<file path="src/rtl/controller_pkg.sv">
// Shared encodings for the multicycle controller: FSM states, ALU operations,
// datapath select codes and condition codes.
package controller_pkg;

   localparam int unsigned AlucW  = 4;
   localparam int unsigned StateW = 4;

   typedef enum logic [3:0] {
      StFetch    = 4'd0,
      StDecode   = 4'd1,
      StMemAdr   = 4'd2,
      StMemRead  = 4'd3,
      StMemWb    = 4'd4,
      StMemWrite = 4'd5,
      StExecR    = 4'd6,
      StExecI    = 4'd7,
      StAluWb    = 4'd8,
      StBranch   = 4'd9
   } state_e;

   localparam logic [3:0] AluAdd = 4'b0100;
   localparam logic [3:0] AluSub = 4'b0010;

   localparam logic [1:0] SrcBReg  = 2'd0;
   localparam logic [1:0] SrcBImm  = 2'd1;
   localparam logic [1:0] SrcBFour = 2'd2;
   localparam logic [1:0] SrcBZero = 2'd3;

   localparam logic [1:0] ResAluOut    = 2'd0;
   localparam logic [1:0] ResReadData  = 2'd1;
   localparam logic [1:0] ResAluResult = 2'd2;

   localparam logic [3:0] CondEq = 4'b0000;
   localparam logic [3:0] CondNe = 4'b0001;
   localparam logic [3:0] CondAl = 4'b1110;

endpackage

</file>
<file path="src/rtl/cond_check.sv">
// Condition-field evaluation against the architectural Z flag.
// Only EQ, NE and AL are supported; every other code fails.
module cond_check
   import controller_pkg::*;
(
   input  logic [3:0] cond_i,
   input  logic       z_i,
   output logic       pass_o
);

   always_comb begin
      pass_o = 1'b0;
      case (cond_i)
         CondEq:  pass_o = z_i;
         CondNe:  pass_o = ~z_i;
         CondAl:  pass_o = 1'b1;
         default: pass_o = 1'b0;
      endcase
   end

endmodule

</file>
<file path="src/rtl/multicycle_controller.sv">
// Moore control FSM for the multicycle ARM-subset datapath; also owns the
// architectural Z flag since the datapath re-registers Z every cycle.
module multicycle_controller
   import controller_pkg::*;
#(
   parameter int unsigned ALUC_W  = AlucW,
   parameter int unsigned STATE_W = StateW
) (
   input  logic               CLK,
   input  logic               RESET,
   input  logic [31:0]        INSTR,
   input  logic               FlagZ,
   output logic               RegWrite,
   output logic               MemWrite,
   output logic               IRWrite,
   output logic               PCWrite,
   output logic               AdSrc,
   output logic               ALUSrcA,
   output logic               Sel14,
   output logic [1:0]         RegSrc,
   output logic [1:0]         ImmSrc,
   output logic [1:0]         ALUSrcB,
   output logic [1:0]         ResultSrc,
   output logic [ALUC_W-1:0]  ALUControl,
   output logic               CondZ,
   output logic [STATE_W-1:0] State
);

   state_e     state_q, state_d;
   logic       condz_q, condz_d;
   logic       cond_pass;
   logic       reg_write, mem_write, ir_write, pc_write;
   logic [3:0] alu_ctrl;
   logic [1:0] op;
   logic       rd_is_pc;
   logic       unused_instr;

   assign op           = INSTR[27:26];
   assign rd_is_pc     = (INSTR[15:12] == 4'hF);
   assign unused_instr = ^{INSTR[19:16], INSTR[11:0]};

   cond_check u_cond_check (
      .cond_i (INSTR[31:28]),
      .z_i    (condz_q),
      .pass_o (cond_pass)
   );

   always_ff @(posedge CLK or negedge RESET) begin
      if (!RESET) begin
         state_q <= StFetch;
         condz_q <= 1'b0;
      end else begin
         state_q <= state_d;
         condz_q <= condz_d;
      end
   end

   always_comb begin
      state_d   = StFetch;
      condz_d   = condz_q;
      reg_write = 1'b0;
      mem_write = 1'b0;
      ir_write  = 1'b0;
      pc_write  = 1'b0;
      AdSrc     = 1'b0;
      ALUSrcA   = 1'b0;
      Sel14     = 1'b0;
      RegSrc    = 2'b00;
      ImmSrc    = 2'b00;
      ALUSrcB   = SrcBReg;
      ResultSrc = ResAluOut;
      alu_ctrl  = 4'b0000;
      case (state_q)
         StFetch: begin
            ir_write  = 1'b1;
            pc_write  = 1'b1;
            ALUSrcA   = 1'b1;
            ALUSrcB   = SrcBFour;
            alu_ctrl  = AluAdd;
            ResultSrc = ResAluResult;
            state_d   = StDecode;
         end
         StDecode: begin
            // PC+4 again so that R15 reads as instruction address + 8
            ALUSrcA   = 1'b1;
            ALUSrcB   = SrcBFour;
            alu_ctrl  = AluAdd;
            ResultSrc = ResAluResult;
            RegSrc    = {op == 2'b01, op == 2'b10};
            ImmSrc    = op;
            if (!cond_pass) begin
               state_d = StFetch;
            end else begin
               case (op)
                  2'b00:   state_d = INSTR[25] ? StExecI : StExecR;
                  2'b01:   state_d = StMemAdr;
                  2'b10:   state_d = StBranch;
                  default: state_d = StFetch;
               endcase
            end
         end
         StMemAdr: begin
            ALUSrcB  = SrcBImm;
            ImmSrc   = 2'b01;
            alu_ctrl = INSTR[23] ? AluAdd : AluSub;
            state_d  = INSTR[20] ? StMemRead : StMemWrite;
         end
         StMemRead: begin
            AdSrc   = 1'b1;
            state_d = StMemWb;
         end
         StMemWb: begin
            ResultSrc = ResReadData;
            reg_write = 1'b1;
            pc_write  = rd_is_pc;
         end
         StMemWrite: begin
            AdSrc     = 1'b1;
            RegSrc    = 2'b10;
            mem_write = 1'b1;
         end
         StExecR, StExecI: begin
            ALUSrcB  = (state_q == StExecI) ? SrcBImm : SrcBReg;
            alu_ctrl = INSTR[24:21];
            state_d  = StAluWb;
         end
         StAluWb: begin
            // TST/TEQ/CMP/CMN only set flags
            reg_write = (INSTR[24:23] != 2'b10);
            pc_write  = reg_write & rd_is_pc;
            if (INSTR[20]) condz_d = FlagZ;
         end
         StBranch: begin
            RegSrc    = 2'b01;
            ALUSrcB   = SrcBImm;
            ImmSrc    = 2'b10;
            alu_ctrl  = AluAdd;
            ResultSrc = ResAluResult;
            pc_write  = 1'b1;
            Sel14     = INSTR[24];
            reg_write = INSTR[24];
         end
         default: state_d = StFetch;
      endcase
   end

   // Write enables must stay low for as long as reset is held.
   assign RegWrite   = reg_write & RESET;
   assign MemWrite   = mem_write & RESET;
   assign IRWrite    = ir_write & RESET;
   assign PCWrite    = pc_write & RESET;
   assign ALUControl = ALUC_W'(alu_ctrl);
   assign CondZ      = condz_q;
   assign State      = STATE_W'(state_q);

endmodule

</file>
<file path="config.mk">
export PLATFORM = sky130hd
export DESIGN_NAME = multicycle_controller
export DESIGN_NICKNAME = d
export VERILOG_FILES = /design/src/rtl/controller_pkg.sv /design/src/rtl/cond_check.sv /design/src/rtl/multicycle_controller.sv
export SDC_FILE = /design/constraint.sdc
export NUM_CORES = 1
export LEC_CHECK = 0
export CORE_MARGIN = 2
export CORE_UTILIZATION = 29
export CTS_CLUSTER_DIAMETER = 50
export DETAILED_ROUTE_END_ITERATION = 10
export GPL_TIMING_DRIVEN = 0
export PLACE_DENSITY = 0.83
export SETUP_SLACK_MARGIN = 0.5
export SLEW_MARGIN = 5
export SYNTH_ARGS = -nofsm -noshare
export SYNTH_HDL_FRONTEND = slang
export SYNTH_SLANG_ARGS = --single-unit
</file>
<file path="constraint.sdc">
create_clock -name CLK -period 3.9 [get_ports CLK]
set_clock_uncertainty 0.05 [all_clocks]
set_input_delay 0.585 -clock CLK [delete_from_list [all_inputs] [get_ports CLK]]
set_output_delay 0.585 -clock CLK [all_outputs]
set_load 0.005 [all_outputs]
</file>
---- Word level (Yosys, flattened, before mapping) ----
Index checks and enable logic that the tools add are counted.
cells by class
  equal/unequal tests ..................... 15
  reduce and logical (&&, ||, !) cells .... 10
  multiplexer cells ....................... 20
  bitwise gates (word level) .............. 6
operators with widths
  kind                                                  number
  one-hot mux 4 bit (3 select lines)                    2
  one-hot mux 4 bit (5 select lines)                    1
  one-hot mux 2 bit (3 select lines)                    3
  equality test 4 x 3 -> 1 bit (second input constant)  4
  equality test 4 bit (second input constant)           4
  OR reduction 2 bit                                    5
  one-hot mux 1 bit (3 select lines)                    3
  equality test 4 x 1 -> 1 bit (second input constant)  2
  equality test 4 x 2 -> 1 bit (second input constant)  2
  logical NOT 4 bit                                     2
  two-way mux 1 bit                                     7
  two-way mux 3 bit                                     2
  AND 1 bit                                             5
  two-way mux 4 bit                                     1
  one-hot mux 2 bit (2 select lines)                    1
  OR reduction 3 bit                                    1
  equality test 2 x 1 -> 1 bit (second input constant)  1
  equality test 2 bit (second input constant)           1
  logical NOT 2 bit                                     1
  inequality test 2 bit (second input constant)         1
  AND reduction 2 bit                                   1
  NOT 1 bit                                             1
storage, ports and cells
  input port bits ......................... 35
  output and inout bits ................... 24
  logic and storage cells ................. 53
  flip-flop bits (word level) ............. 5

---- Depth between registers and ports, before layout ----
Gate-level depths: netlist (run 1).
  word-level depth ........................ 4
  gate-level depth with buffers ........... 5
  depth with buffers taken out ............ 4

---- Modules after synthesis ----
From an unflattened synthesis (run 1), not the netlist that was laid out.
second synthesis, totals
  cell total of the unflattened synthesis .. 74
  area total of the unflattened synthesis .. 569.3 sq um
by module, submodules not included
  module                 instances  cells each  area each (sq um)  seq. area each (sq um)
  multicycle_controller  1          71          535.5              125.1
  cond_check             1          3           33.8               0.0

---- Worst setup path after synthesis (run 1) ----
OpenSTA, ideal clock, no wires.
  path kind ............................... register to output
  from .................................... reg state_q[2], in the netlist State[2]
  to ...................................... out ALUSrcB[1]
  required time ........................... 3265 ps
  stages on the path, launching flop included .. 5
  path slack .............................. 2182 ps
  arrival time ............................ 1083 ps
  path buffers ............................ 2
  cell sequence ........................... dfrtp_1 > buf_2 > or2_1 > nor2_1 > buf_4
on the way
  word-level cells in the longest chain between the ends .. 3
  elaborated cells on any way between the ends .. 10
  classes of those cells .................. 5 x eq/ne; 1 x mux; 4 x reduce/logical
RTL lines
  what                                         RTL line                     source
  start, declared                              multicycle_controller.sv:29  state_e state_q, state_d;
  start signal, assigned                       multicycle_controller.sv:50  state_q <= StFetch;
  start signal, assigned                       multicycle_controller.sv:53  state_q <= state_d;
  equality test 4 bit (tied with other cells)  multicycle_controller.sv:73  case (state_q)
  OR reduction 2 bit (on tied branches)        n/a
  one-hot mux 2 bit (3 select lines) *         multicycle_controller.sv:73
  end, declared                                multicycle_controller.sv:22  output logic [1:0] ALUSrcB,
Every way passes the cells marked *; elsewhere a longest branch is shown, timed or not.

---- Final worst setup path (run 1) ----
  from .................................... in INSTR[23]
  to ...................................... out PCWrite
on the way
  word-level cells in the longest chain between the ends .. 4
RTL lines
  what                                RTL line                      source
  start, declared                     multicycle_controller.sv:11   input logic [31:0] INSTR,
  inequality test 2 bit               multicycle_controller.sv:129  reg_write = (INSTR[24:23] != 2'b10);
  AND 1 bit                           multicycle_controller.sv:130  pc_write = reg_write & rd_is_pc;
  one-hot mux 1 bit (3 select lines)  multicycle_controller.sv:73
  AND 1 bit                           multicycle_controller.sv:151  assign PCWrite = pc_write & RESET;
  end, declared                       multicycle_controller.sv:16   output logic PCWrite,
No other way between the ends.

==> out/metrics.cfg, run 1 <==
[outcome]
status=finished, final reports clean

[logic_synthesis]
seq_area_frac_synth_pct=23.3
ys_types=29
synthCells=79
synth_enable_flop_cells=0
synth-main-ff-cell=dfrtp_1
synth_top_area_share_pct=23.3
synthTopCellsByArea=dfrtp_1, a21oi_1, nand3_1
syn_nets=114
yosys_warnings=0
ys_top_cells_by_count=a21oi_1, nand3_1, nor2_1
yosysTopAreaCell=dfrtp_1
synth_area_um2=538
synth.avg_cell_area_um2=6.81
synthArstFlopShare_pct=100
ys_ff_latch=5

[place]
dpl.cell_count=146
dp_hpwl_mm=1.46
gp_congestion=0.810
numPortBuffers=42
pre_cts_ws_ns=1.15

[finish]
register_area_um2=125
num-fill-cells=179
antennaDiodeCount=0
nets=161
multi_input_area_um2=362
area_growth_pct=88.8
drive_gt1_share_pct=5.60
final-instance-count-excl-fill=150

[clock_tree]
cts.clk_slew.worst_paths_ns=0.04
cts_tree=done
clockBufferDepth=2
cts_root_buf=clkbuf_4
cts_buffers=3
htree_levels=1
post_cts_buffers=0
cts_resized=0
cts_num_sinks=5
hold_buffers=0
clock_latency_ns=0.24

[routing]
drt.antenna.violating_nets=0
vias_per_cell=4.98
drcViolationCount=0
drtPass1Iterations=5
route.vias.total=747
routed_wl_mm=1.71
routedWlPerCell_um=11.4
drt_iter0_markers=22

[floorplanning]
die_h_um=47.1
initial_core_util_pct=31.2
core_um2=1730
die_x_um=47.1
num_io_pins=59
die-area_um2=2220
rows=15

[global_routing]
antenna_found_initial=0
gr-total-overflow=0
grt_max_degree=11
grt_usage_pct=16.9
grt_pass1_vias=644
grt_pass1_wl_mm=2.68

[min_path]
holdPathStages=1
hold_class=flop to flop
hp-start=CondZ$_DFFE_PN0P_

[pwr]
p_int_mw=0.228
p_per_area_nw_per_um2=349
p_sw_share_pct=35.8
p_clk_share_pct=16.8
p_switching_mw=0.127
worst_ir_drop_vdd_v=0.000307
pwr-share-seq_pct=19.7
p_comb_share_pct=63.6
power.leakage_nw=0.430

[setup_path]
crit_arrival_ns=2.11
cp-start-kind=primary input
worstPathRequired_ns=3.26
path_class=primary input to output pin
end_kind=output pin
rr_startpoint=State[0]$_DFF_PN0_
crit_fanout=3
rr_worst_depth=4
worst_setup_path_startpoint=INSTR[23]

[sta]
max_freq_mhz=364
setup_viol=0
relSlewSlack_pct=75.6
setup_ws_ns=1.15
worstMarginPinSlew_ns=0.365
period_needed_ns=2.75
finalHoldViolCount=0
drv_slew=0
rsz0062_at_grt=false
fin_setup_tns_ns=0
fin_crit_sh_pct=70.4

[flow_run]
maxCapViolations=0

-- final cells by class --
| cell class | instances | share of cell area (%) |
|---|---|---|
| tap | 25 | 3.08 |
| timing repair buffer | 42 | 41.4 |
| sequential | 5 | 12.3 |
| multi-input combinational | 64 | 35.6 |
| clock buffer | 4 | 2.59 |
| buffer | 5 | 3.20 |
| inverter | 5 | 1.85 |
-- power groups by stage --
stage	logic, mW	clock network, mW	registers, mW
after detailed placement	0.226	0	0.0710
after CTS	0.227	0.0618	0.0702
after floorplan	0.108	0	0.0711
after global routing	0.249	0.0658	0.0720
final	0.225	0.0594	0.0698
after global placement	0.221	0	0.0707
-- registers in the layout, indices dropped and copies added (netlist names) --
register  count
CondZ         1
State         4
-- through the flow --
step	util, %	hold slack (ns)	power [mW]	instance area (um^2)
final	58.8	0.480	0.355	1020
after global routing	58.8	0.516	0.386	1020
after CTS	58.8	0.492	0.359	1020
after detailed placement	57.3	0.482	0.297	990
after global placement	57.3	0.483	0.292	990
after floorplan	-	0.239	0.179	538
-- layout by cell type (no fill, tap or decap), types with 5 or more instances in the layout --
| master | n |
|---|---|
| a21oi_1 | 8 |
| clkdlybuf4s50_1 | 42 |
| and3_1 | 5 |
| nor2_1 | 7 |
| inv_1 | 5 |
| nand2_1 | 6 |
| nand3_1 | 8 |
| dfrtp_1 | 5 |
-- cells by family after synthesis --
kind of cell	count (synthesis)	share of synthesized area [%]
AO/OA/AOI/OAI	21	22.8
XOR/XNOR	2	3.26
buffers and inverters	10	9.54
flip-flops	5	23.3
multiplexers	1	2.09
AND/OR/NAND/NOR	40	39.1
-- layer usage --
metal | track usage (%) | part of all wire [%] | vias to the layer above
li1 | - | - | 372
met1 | 21.4 | 39 | 339
met2 | 30.4 | 54 | 36
met3 | 4.62 | 6.9 | 0
met4 | 0 | 0 | 0
met5 | 0 | 0 | -
-- worst max-delay path, stage by stage --
cell	delay [ns]
clkdlybuf4s50_1	0.50
inv_1	0.08
a21boi_1	0.15
o21ai_1	0.10
o21ai_1	0.17
clkdlybuf4s50_1	0.52
-- worst paths after layout --
check                                endpoint  slack, ns
setup / recovery                      PCWrite       1.15
hold / removal              CondZ$_DFFE_PN0P_       0.48
setup reg to reg            CondZ$_DFFE_PN0P_       2.55
hold reg to reg             CondZ$_DFFE_PN0P_       0.48
max in group asynchronous  State[2]$_DFF_PN0_       2.96
min in group asynchronous  State[3]$_DFF_PN0_       0.57
Power figures use the tool's default switching activity.
==> inputs of run 2 (changes only) <==
--- a/config.mk
+++ b/config.mk
@@ -6,11 +6,11 @@
 export NUM_CORES = 1
 export LEC_CHECK = 0
 export CORE_MARGIN = 2
-export CORE_UTILIZATION = 29
+export CORE_UTILIZATION = 27
 export CTS_CLUSTER_DIAMETER = 50
 export DETAILED_ROUTE_END_ITERATION = 10
 export GPL_TIMING_DRIVEN = 0
-export PLACE_DENSITY = 0.83
+export PLACE_DENSITY = 0.78
 export SETUP_SLACK_MARGIN = 0.5
 export SLEW_MARGIN = 5
 export SYNTH_ARGS = -nofsm -noshare
==> constraint.sdc (replaced) <==
create_clock -name CLK -period 2.7 [get_ports CLK]
set_clock_uncertainty 0.05 [all_clocks]
set_input_delay 0.405 -clock CLK [delete_from_list [all_inputs] [get_ports CLK]]
set_output_delay 0.405 -clock CLK [all_outputs]
set_load 0.005 [all_outputs]
==> run 2 against run 1 <==
Count of clock-buffer cells in the layout did not move; non-clock buffer count is 4 higher; core utilization fell by 1.4 points; total power increased by 54%; setup slack worse by 0.62 ns; cell count up 4.0%; die area up 6.8%; first-iteration DRC count down 14%; sequential power grew 48%; sequential share of layout area is 0.86 points lower; critical path type is now flop to output pin; critical endpoint is now ALUSrcB[1].
==> out/metrics.cfg, run 2 (synthesis gave the netlist of run 1 again) <==
[global_routing]
grt_usage_pct=15.7
grt_pass1_wl_mm=3.05
grt_max_degree=11
antenna_found_initial=0
gr-total-overflow=0
grt.busiest_layer=met2
grt_pass1_vias=673
grtUsageMet2_pct=31.5
grtUsageMet3_pct=2.47
met1_usage_pct=17.7

[place]
dp_hpwl_mm=1.44
gp_congestion=0.797
numPortBuffers=42

[setup_path]
critPathMaxStageDelay_ns=0.49
worstPathRequired_ns=2.25
end_kind=output pin
reg2reg_to=CondZ$_DFFE_PN0P_
worst-r2r-setup-slack_ns=1.38
crit_chain=buf_6 -> or2_4 -> nor2_4 -> buf_4 -> clkdlybuf4s50_1
crit_fanout=10
rr_startpoint=State[1]$_DFF_PN0_
cp-start-kind=flop
rr_worst_depth=4
critPathSlowestCell=clkdlybuf4s50_1
path_class=flop to output pin
crit_arrival_ns=1.71

[finish]
num-fill-cells=175
mostFrequentLayoutCell=clkdlybuf4s50_1
antennaDiodeCount=0
register_area_um2=126
area_growth_pct=105
largest_reg_flops=4
nets=165
fin_util_pct=57.4
drive_gt1_share_pct=17.1
multi_input_area_um2=394
final_cell_mix=clkdlybuf4s50_1, a21oi_1, nand3_1

[sta]
drv_slew=0
worstMarginPinSlew_ns=0.415
finalHoldViolCount=0
max_freq_mhz=461
period_needed_ns=2.17
fin_crit_sh_pct=80.3
rsz0062_at_grt=true
relSlewSlack_pct=72.3
fin_setup_tns_ns=0
setup_viol=0

[clock_tree]
cts_buffers=3
cts_tree=done
cts_root_buf=clkbuf_4
cts_num_sinks=5
clockBufferDepth=2
cts.clk_slew.worst_paths_ns=0.05
htree_levels=1
clock_latency_ns=0.23

[routing]
drt_iter0_markers=19
vias_per_cell=4.82
routedWlPerCell_um=12.6
route.vias.total=752
drcViolationCount=0
routed_wl_mm=1.97
drtPass1Iterations=4
drt.antenna.violating_nets=0

[floorplanning]
die_h_um=48.6
die-area_um2=2370
core_um2=1920
num_io_pins=59
die_x_um=48.6
rows=16
initial_core_util_pct=28.0

[pwr]
p_per_area_nw_per_um2=494
p_total_mw=0.545
power.leakage_nw=0.537
worst_ir_drop_vdd_v=0.000352

[outcome]
status=finished, final reports clean

[min_path]
hold_class=primary input to asynchronous set/reset pin

[flow_run]
maxCapViolations=0

[run 2: changes by cell type in the layout (fill, tap and decap cells not counted), sizes merged]
| cell | before | now |
|---|---|---|
| dlygate4sd2 | 0 | 3 |
| clkdlybuf4s50 | 42 | 34 |
| buf | 4 | 8 |
| dlymetal6s2s | 0 | 5 |
[run 2: how the worst max path moves through the flow]
stage	endpoint	slack [ns]	start	cells past startpoint
after floorplan	ALUSrcB[1]	1.16	State[2]$_DFF_PN0_	4
after global placement	ALUControl[2]	0.36	INSTR[23]	6
after detailed placement	RegWrite	0.31	INSTR[23]	6
after CTS	PCWrite	0.34	INSTR[23]	6
after global routing	AdSrc	0.47	State[3]$_DFF_PN0_	5
final	ALUSrcB[1]	0.53	State[2]$_DFF_PN0_	5
[run 2: area by class of cell]
| type | instances | share of cell area [%] |
|---|---|---|
| Timing Repair Buffer | 46 | 41.6 |
| Clock buffer | 4 | 2.38 |
| Tap cell | 27 | 3.06 |
| Buffer | 5 | 4.08 |
| Inverter | 5 | 1.70 |
| Multi-Input combinational cell | 64 | 35.7 |
| Sequential cell | 5 | 11.5 |
[run 2: routing by layer]
| layer | share of wire [%] | wire length (um) |
|---|---|---|
| met5 | 0 | 0 |
| met3 | 5.5 | 109 |
| met2 | 54 | 1060 |
| met1 | 40 | 788 |
| met4 | 0.71 | 14 |
[run 2: per-stage QoR]
step                      hold WS (ns)  area [um^2]  setup WS (ns)  instances
after floorplan                 0.0594          538           1.16         79
after global placement           0.484          992          0.355        148
after detailed placement         0.502          992          0.313        148
after CTS                        0.154         1030          0.338        153
after global routing             0.177         1100          0.470        156
final                            0.157         1100          0.532        156
[run 2: timing repair]
item                                    CTS  global route
endpoints found under the setup margin   10            11
resized for setup                        10            18
hold buffers                              0             0
pin swaps                                 0             2
buffers inserted                          1             3
gates cloned                              0             0
[run 2: critical path, delay by kind of cell (launching register included)]
family | cells | cell delay [ns]
flip-flops | 1 | 0.39
buffers and inverters | 3 | 0.74
AND/OR/NAND/NOR | 2 | 0.34
[run 2: where the power goes]
group	internal [mW]	switching, mW
clock	0.0559	0.0304
sequential	0.0895	0.0131
combinational	0.201	0.155
total	0.347	0.198
